`config.mk`:
```
export PLATFORM = sky130hd
export DESIGN_NAME = wb_sequencer_flat
export DESIGN_NICKNAME = d
export VERILOG_FILES = /design/src/rtl/wb_sequencer_if.sv /design/src/rtl/wb_sequencer.sv /design/src/flat_wrapper.sv
export SDC_FILE = /design/constraint.sdc
export NUM_CORES = 1
export LEC_CHECK = 0
export ABC_AREA = 1
export BUFFER_PORTS_ARGS = -buffer_cell sky130_fd_sc_hd__clkbuf_2
export CORE_MARGIN = 10
export CORE_UTILIZATION = 50
export CTS_CLUSTER_DIAMETER = 50
export DETAILED_ROUTE_END_ITERATION = 10
export PLACE_DENSITY = 0.83
export SKIP_LAST_GASP = 1
export SYNTH_ARGS = -nofsm -noshare
export SYNTH_HDL_FRONTEND = slang
export SYNTH_SLANG_ARGS = --single-unit
```
`constraint.sdc`:
```
create_clock -name clk -period 3 [get_ports clk]
set_clock_uncertainty 0.2 [all_clocks]
set_input_delay 0.6 -clock clk [delete_from_list [all_inputs] [get_ports clk]]
set_output_delay 0.6 -clock clk [all_outputs]
set_load 0.1 [all_outputs]
```
`src/rtl/wb_sequencer_if.sv`:
```
// wb_sequencer_if: writeback request/retire bundle between control FSM, sequencer and register file
//   master: req_valid/req_src/req_dst/flush out; req_ready, memto_reg, reg_write, write_reg, wb_done, busy, err_src in
//   slave : the mirror image, driven by wb_sequencer
interface wb_sequencer_if #(
  parameter int SRC_W  = 4,
  parameter int ADDR_W = 5
);
  logic              req_valid;
  logic              req_ready;
  logic [SRC_W-1:0]  req_src;
  logic [ADDR_W-1:0] req_dst;
  logic              flush;
  logic [SRC_W-1:0]  memto_reg;
  logic              reg_write;
  logic [ADDR_W-1:0] write_reg;
  logic              wb_done;
  logic              busy;
  logic              err_src;
  modport master (
    output req_valid, req_src, req_dst, flush,
    input  req_ready, memto_reg, reg_write, write_reg, wb_done, busy, err_src
  );
  modport slave (
    input  req_valid, req_src, req_dst, flush,
    output req_ready, memto_reg, reg_write, write_reg, wb_done, busy, err_src
  );
endinterface

```
`src/rtl/wb_sequencer.sv`:
```
// wb_sequencer: queues writeback requests, holds the MemtoReg select SETTLE_CYC cycles, then pulses RegWrite
//   clk, rst_n : clock, asynchronous active-low reset
//   bus        : wb_sequencer_if.slave (request in, mux select / register-file write port out)
module wb_sequencer #(
  parameter int DEPTH      = 2,
  parameter int SETTLE_CYC = 1,
  parameter int SRC_W      = 4,
  parameter int ADDR_W     = 5
) (
  input  logic           clk,
  input  logic           rst_n,
  wb_sequencer_if.slave  bus
);
  localparam int CW  = $clog2(DEPTH + 1);
  localparam int SCW = $clog2(SETTLE_CYC + 1);
  typedef enum logic [1:0] {IDLE, SELECT, WRITE} state_t;
  state_t            r_state;
  logic [SRC_W-1:0]  r_src [DEPTH];
  logic [ADDR_W-1:0] r_dst [DEPTH];
  logic [CW-1:0]     r_count;
  logic [SCW-1:0]    r_cnt;
  logic [SRC_W-1:0]  r_memto;
  logic [ADDR_W-1:0] r_wreg;
  logic              r_rw, r_done, r_err;
  logic [SRC_W-1:0]  w_src_n [DEPTH];
  logic [ADDR_W-1:0] w_dst_n [DEPTH];
  logic [CW-1:0]     w_count_n, w_slot;
  logic              w_legal, w_push, w_pop;
  assign w_legal   = bus.req_src <= SRC_W'(11);
  assign w_push    = bus.req_valid & bus.req_ready & w_legal;
  assign w_pop     = r_state == WRITE;
  assign w_slot    = r_count - CW'(w_pop);
  assign w_count_n = bus.flush ? '0 : r_count - CW'(w_pop) + CW'(w_push);
  // Shift-register FIFO: slot 0 is always the head, a pop shifts everything down.
  always_comb begin
    for (int i = 0; i < DEPTH; i++) begin
      w_src_n[i] = (w_pop && i < DEPTH - 1) ? r_src[i+1] : r_src[i];
      w_dst_n[i] = (w_pop && i < DEPTH - 1) ? r_dst[i+1] : r_dst[i];
      if (w_push && w_slot == CW'(i)) begin
        w_src_n[i] = bus.req_src;
        w_dst_n[i] = bus.req_dst;
      end
    end
  end
  always_ff @(posedge clk or negedge rst_n) begin
    if (!rst_n) begin
      r_state <= IDLE;
      r_src   <= '{default: '0};
      r_dst   <= '{default: '0};
      r_count <= '0;
      r_cnt   <= '0;
      r_memto <= SRC_W'(6);
      r_wreg  <= '0;
      r_rw    <= 1'b0;
      r_done  <= 1'b0;
      r_err   <= 1'b0;
    end else begin
      r_src   <= w_src_n;
      r_dst   <= w_dst_n;
      r_count <= w_count_n;
      if (bus.req_valid && !w_legal) r_err <= 1'b1;
      case (r_state)
        IDLE:
          if (r_count != '0 && !bus.flush) begin
            r_state <= SELECT;
            r_memto <= r_src[0];
            r_cnt   <= SCW'(SETTLE_CYC - 1);
          end
        SELECT:
          if (bus.flush) r_state <= IDLE;
          else if (r_cnt == '0) begin
            r_state <= WRITE;
            r_wreg  <= r_dst[0];
            r_rw    <= r_dst[0] != '0;
            r_done  <= 1'b1;
          end else r_cnt <= r_cnt - 1'b1;
        WRITE: begin
          r_rw   <= 1'b0;
          r_done <= 1'b0;
          // Next head comes from the post-pop/post-push view; flush forces the count to zero.
          if (w_count_n != '0) begin
            r_state <= SELECT;
            r_memto <= w_src_n[0];
            r_cnt   <= SCW'(SETTLE_CYC - 1);
          end else r_state <= IDLE;
        end
        default: r_state <= IDLE;
      endcase
    end
  end
  assign bus.req_ready = r_count < CW'(DEPTH);
  assign bus.busy      = r_state != IDLE || r_count != '0;
  assign bus.memto_reg = r_memto;
  assign bus.reg_write = r_rw;
  assign bus.write_reg = r_wreg;
  assign bus.wb_done   = r_done;
  assign bus.err_src   = r_err;
endmodule

```
`src/flat_wrapper.sv`:
```
// flat-port wrapper written by rule: the top's interface ports become plain ports
module wb_sequencer_flat 
#(
  parameter int DEPTH      = 2,
  parameter int SETTLE_CYC = 1,
  parameter int SRC_W      = 4,
  parameter int ADDR_W     = 5
)
  (clk, rst_n, bus_req_valid, bus_req_src, bus_req_dst, bus_flush, bus_req_ready, bus_memto_reg, bus_reg_write, bus_write_reg, bus_wb_done, bus_busy, bus_err_src);
  wb_sequencer_if #(.SRC_W(SRC_W), .ADDR_W(ADDR_W)) bus_i ();
  input  logic clk;
  input  logic rst_n;
  input wire logic [$bits(bus_i.req_valid)-1:0] bus_req_valid;
  input wire logic [$bits(bus_i.req_src)-1:0] bus_req_src;
  input wire logic [$bits(bus_i.req_dst)-1:0] bus_req_dst;
  input wire logic [$bits(bus_i.flush)-1:0] bus_flush;
  output wire logic [$bits(bus_i.req_ready)-1:0] bus_req_ready;
  output wire logic [$bits(bus_i.memto_reg)-1:0] bus_memto_reg;
  output wire logic [$bits(bus_i.reg_write)-1:0] bus_reg_write;
  output wire logic [$bits(bus_i.write_reg)-1:0] bus_write_reg;
  output wire logic [$bits(bus_i.wb_done)-1:0] bus_wb_done;
  output wire logic [$bits(bus_i.busy)-1:0] bus_busy;
  output wire logic [$bits(bus_i.err_src)-1:0] bus_err_src;
  assign bus_i.req_valid = bus_req_valid;
  assign bus_i.req_src = bus_req_src;
  assign bus_i.req_dst = bus_req_dst;
  assign bus_i.flush = bus_flush;
  assign bus_req_ready = bus_i.req_ready;
  assign bus_memto_reg = bus_i.memto_reg;
  assign bus_reg_write = bus_i.reg_write;
  assign bus_write_reg = bus_i.write_reg;
  assign bus_wb_done = bus_i.wb_done;
  assign bus_busy = bus_i.busy;
  assign bus_err_src = bus_i.err_src;
  wb_sequencer #(.DEPTH(DEPTH), .SETTLE_CYC(SETTLE_CYC), .SRC_W(SRC_W), .ADDR_W(ADDR_W)) u_core (.clk(clk), .rst_n(rst_n), .bus(bus_i));
endmodule
```
==> results.cfg <==
[drt]
drc_errors = 0
drtIter0Drc = 111
vias = 1281
wl_mm = 3.16
routedWlPerCell_um = 12.2
drt-pass1-iter-count = 4
antenna_left = 0
avgViaCountPerCell = 4.97

[sta]
timing.final.crit_share = 0.739
finalSetupViolCount = 0
whs_ps = 149
tightestPinTransition_ps = 803
period_needed_ps = 2220
setup_tns_ps = 0
rsz0062_at_grt = no
hold_viol = 0
drv_slew = 0
max_slew_margin = 0.464
max_freq_mhz = 451

[die]
ios = 27
die_area_mm2 = 0.00584
rows = 20
start_util = 0.522
fp.coreArea_mm2 = 0.00305
fp.dieH_um = 76.4
die_width_um = 76.4

[placed_design]
dpl.hpwl_mm = 2.39
gp_congestion = 0.834
port_buffers = 26

[final_layout]
nFillCells = 310
mostFrequentLayoutCells = nand2_1, dfrtp_1, clkbuf_2, inv_1, nand3_1
nNetsFinal = 227
syn2layout_area_growth_pct = 13.0
multi_input_area_um2 = 611
n_antenna_cell = 0
drive_gt1_frac = 0.229
area.sequential_um2 = 853
largest_reg_flops = 10
postLayoutCoreUtil = 0.589
final_common_cell = nand2_1

[global_route]
track_usage = 0.119
grt_pass1_vias = 1305
grt_remaining_overflow = 0
grt_pass1_wl_mm = 5.83
grt_start_max_net_pins = 35
antenna_found_initial = 0

[critical_path]
crit_path_end_kind = output port
slowest_delay_ps = 420
crit_chain = nor2_1 -> nand2_1 -> clkbuf_2
cp-start-kind = flop
required_ps = 2200
crit_type = reg -> out
cp.arrival_ps = 1420
crit_path_max_fanout = 3
slowest_stage = dfrtp_1

[synthesis]
synth_area_per_cell_um2 = 8.61
synth_cells = 185
synth_area_leaders = dfrtp_1, nand2_1, nand3_1, inv_1, o221ai_2
yosysSeqAreaShare = 0.536
syn_area_mm2 = 0.00159
synth_top_area_cell = dfrtp_1
yosys.area.top_type_share = 0.503
synth_warnings = 0
syn_nets = 198
synth_cell_type_count = 21
ys_ff_latch = 34

[clock_network]
cts_max_path_buffers = 2
root_buffer = clkbuf_4
cts-hold-fix-buffers = 0
postCtsSetupBuffers = 0
clk_latency_ps = 320
cts_tree = yes
post_cts_resized = 0
htree_levels = 2
numCtsBuffers = 5
cts_num_sinks = 34
clk_pin_slew_ps = 90

[pwr]
p_per_area_mw_per_mm2 = 1110
vdd_drop_max_v = 0.000409
leakagePower_nw = 0.971

[flow_run]
maxCapViolations = 0

[run_status]
status = completed

[worst_hold_path]
hold_class = in -> async
## routing by layer
layer	track usage	routed length, um
met5	0	0
met4	0.0725	40
met3	0.0295	182
met2	0.182	1470
met1	0.147	1460
## cell type report
type,instances,area share
multi-input cells,119,0.339
clock buffers,7,0.0250
well taps,44,0.0306
inverters,28,0.0584
flip-flops and latches,34,0.474
repair buffers,26,0.0723
## cells in the mapped netlist
| cell | instances |
|---|---|
| buf_2 | 1 |
| nor2_8 | 1 |
| nand2_4 | 1 |
| nand2_1 | 59 |
| nor2_1 | 5 |
| a21oi_1 | 1 |
| clkbuf_1 | 2 |
| nor4_1 | 1 |
| inv_1 | 25 |
| dfstp_2 | 2 |
| a21o_1 | 1 |
| nor2_2 | 1 |
| nand3_1 | 20 |
| a22oi_1 | 1 |
| o221ai_2 | 5 |
| nand2_2 | 5 |
| buf_6 | 1 |
| inv_2 | 3 |
| dfrtp_1 | 32 |
| o21ai_0 | 14 |
| o21a_1 | 4 |
## worst max-delay path: cells and delay by family (launching register included)
kind | cells | cell delay (ps)
buf+inv | 1 | 380
flops | 1 | 420
simple gates | 2 | 290
## power breakdown
part | switching, W | internal [W]
Clock | 0.000136 | 0.0000883
Sequential | 0.0000879 | 0.000642
Combinational | 0.000846 | 0.000200
## stage by stage
step	std cells	total power [W]	setup slack, ps	instance area, um^2
floorplan	185	0.00162	725	1590
global placement	251	0.00178	877	1750
detailed placement	251	0.00179	848	1750
CTS	258	0.00202	771	1800
global route	258	0.00213	714	1800
finish	258	0.00200	784	1800
## worst paths after layout
path	startpoint	endpoint	slack (ps)	cells after the start
max in group asynchronous	rst_n	u_core.r_src[3]$_DFFE_PN0P_	1950	1
min reg2reg	u_core.bus.wb_done$_DFFE_PN0P_	u_core.bus.wb_done$_DFFE_PN0P_	280	2
max	u_core.r_count[0]$_DFF_PN0_	bus_busy	780	3
min in group clk	u_core.bus.wb_done$_DFFE_PN0P_	u_core.bus.wb_done$_DFFE_PN0P_	280	2
max reg2reg	u_core.r_state[1]$_DFFE_PN0P_	u_core.bus.memto_reg[1]$_DFFE_PN1P_	1020	10
min	rst_n	u_core.r_state[1]$_DFFE_PN0P_	150	1
## kinds of logic (layout without fill, tap and decap cells)
logic type	Yosys count	after routing	share of synthesized area
compound gates	26	26	0.123
buf+inv	32	61	0.0809
flops	34	34	0.536
simple gates	93	93	0.261
Note: power is estimated with default switching activity, not from simulation.
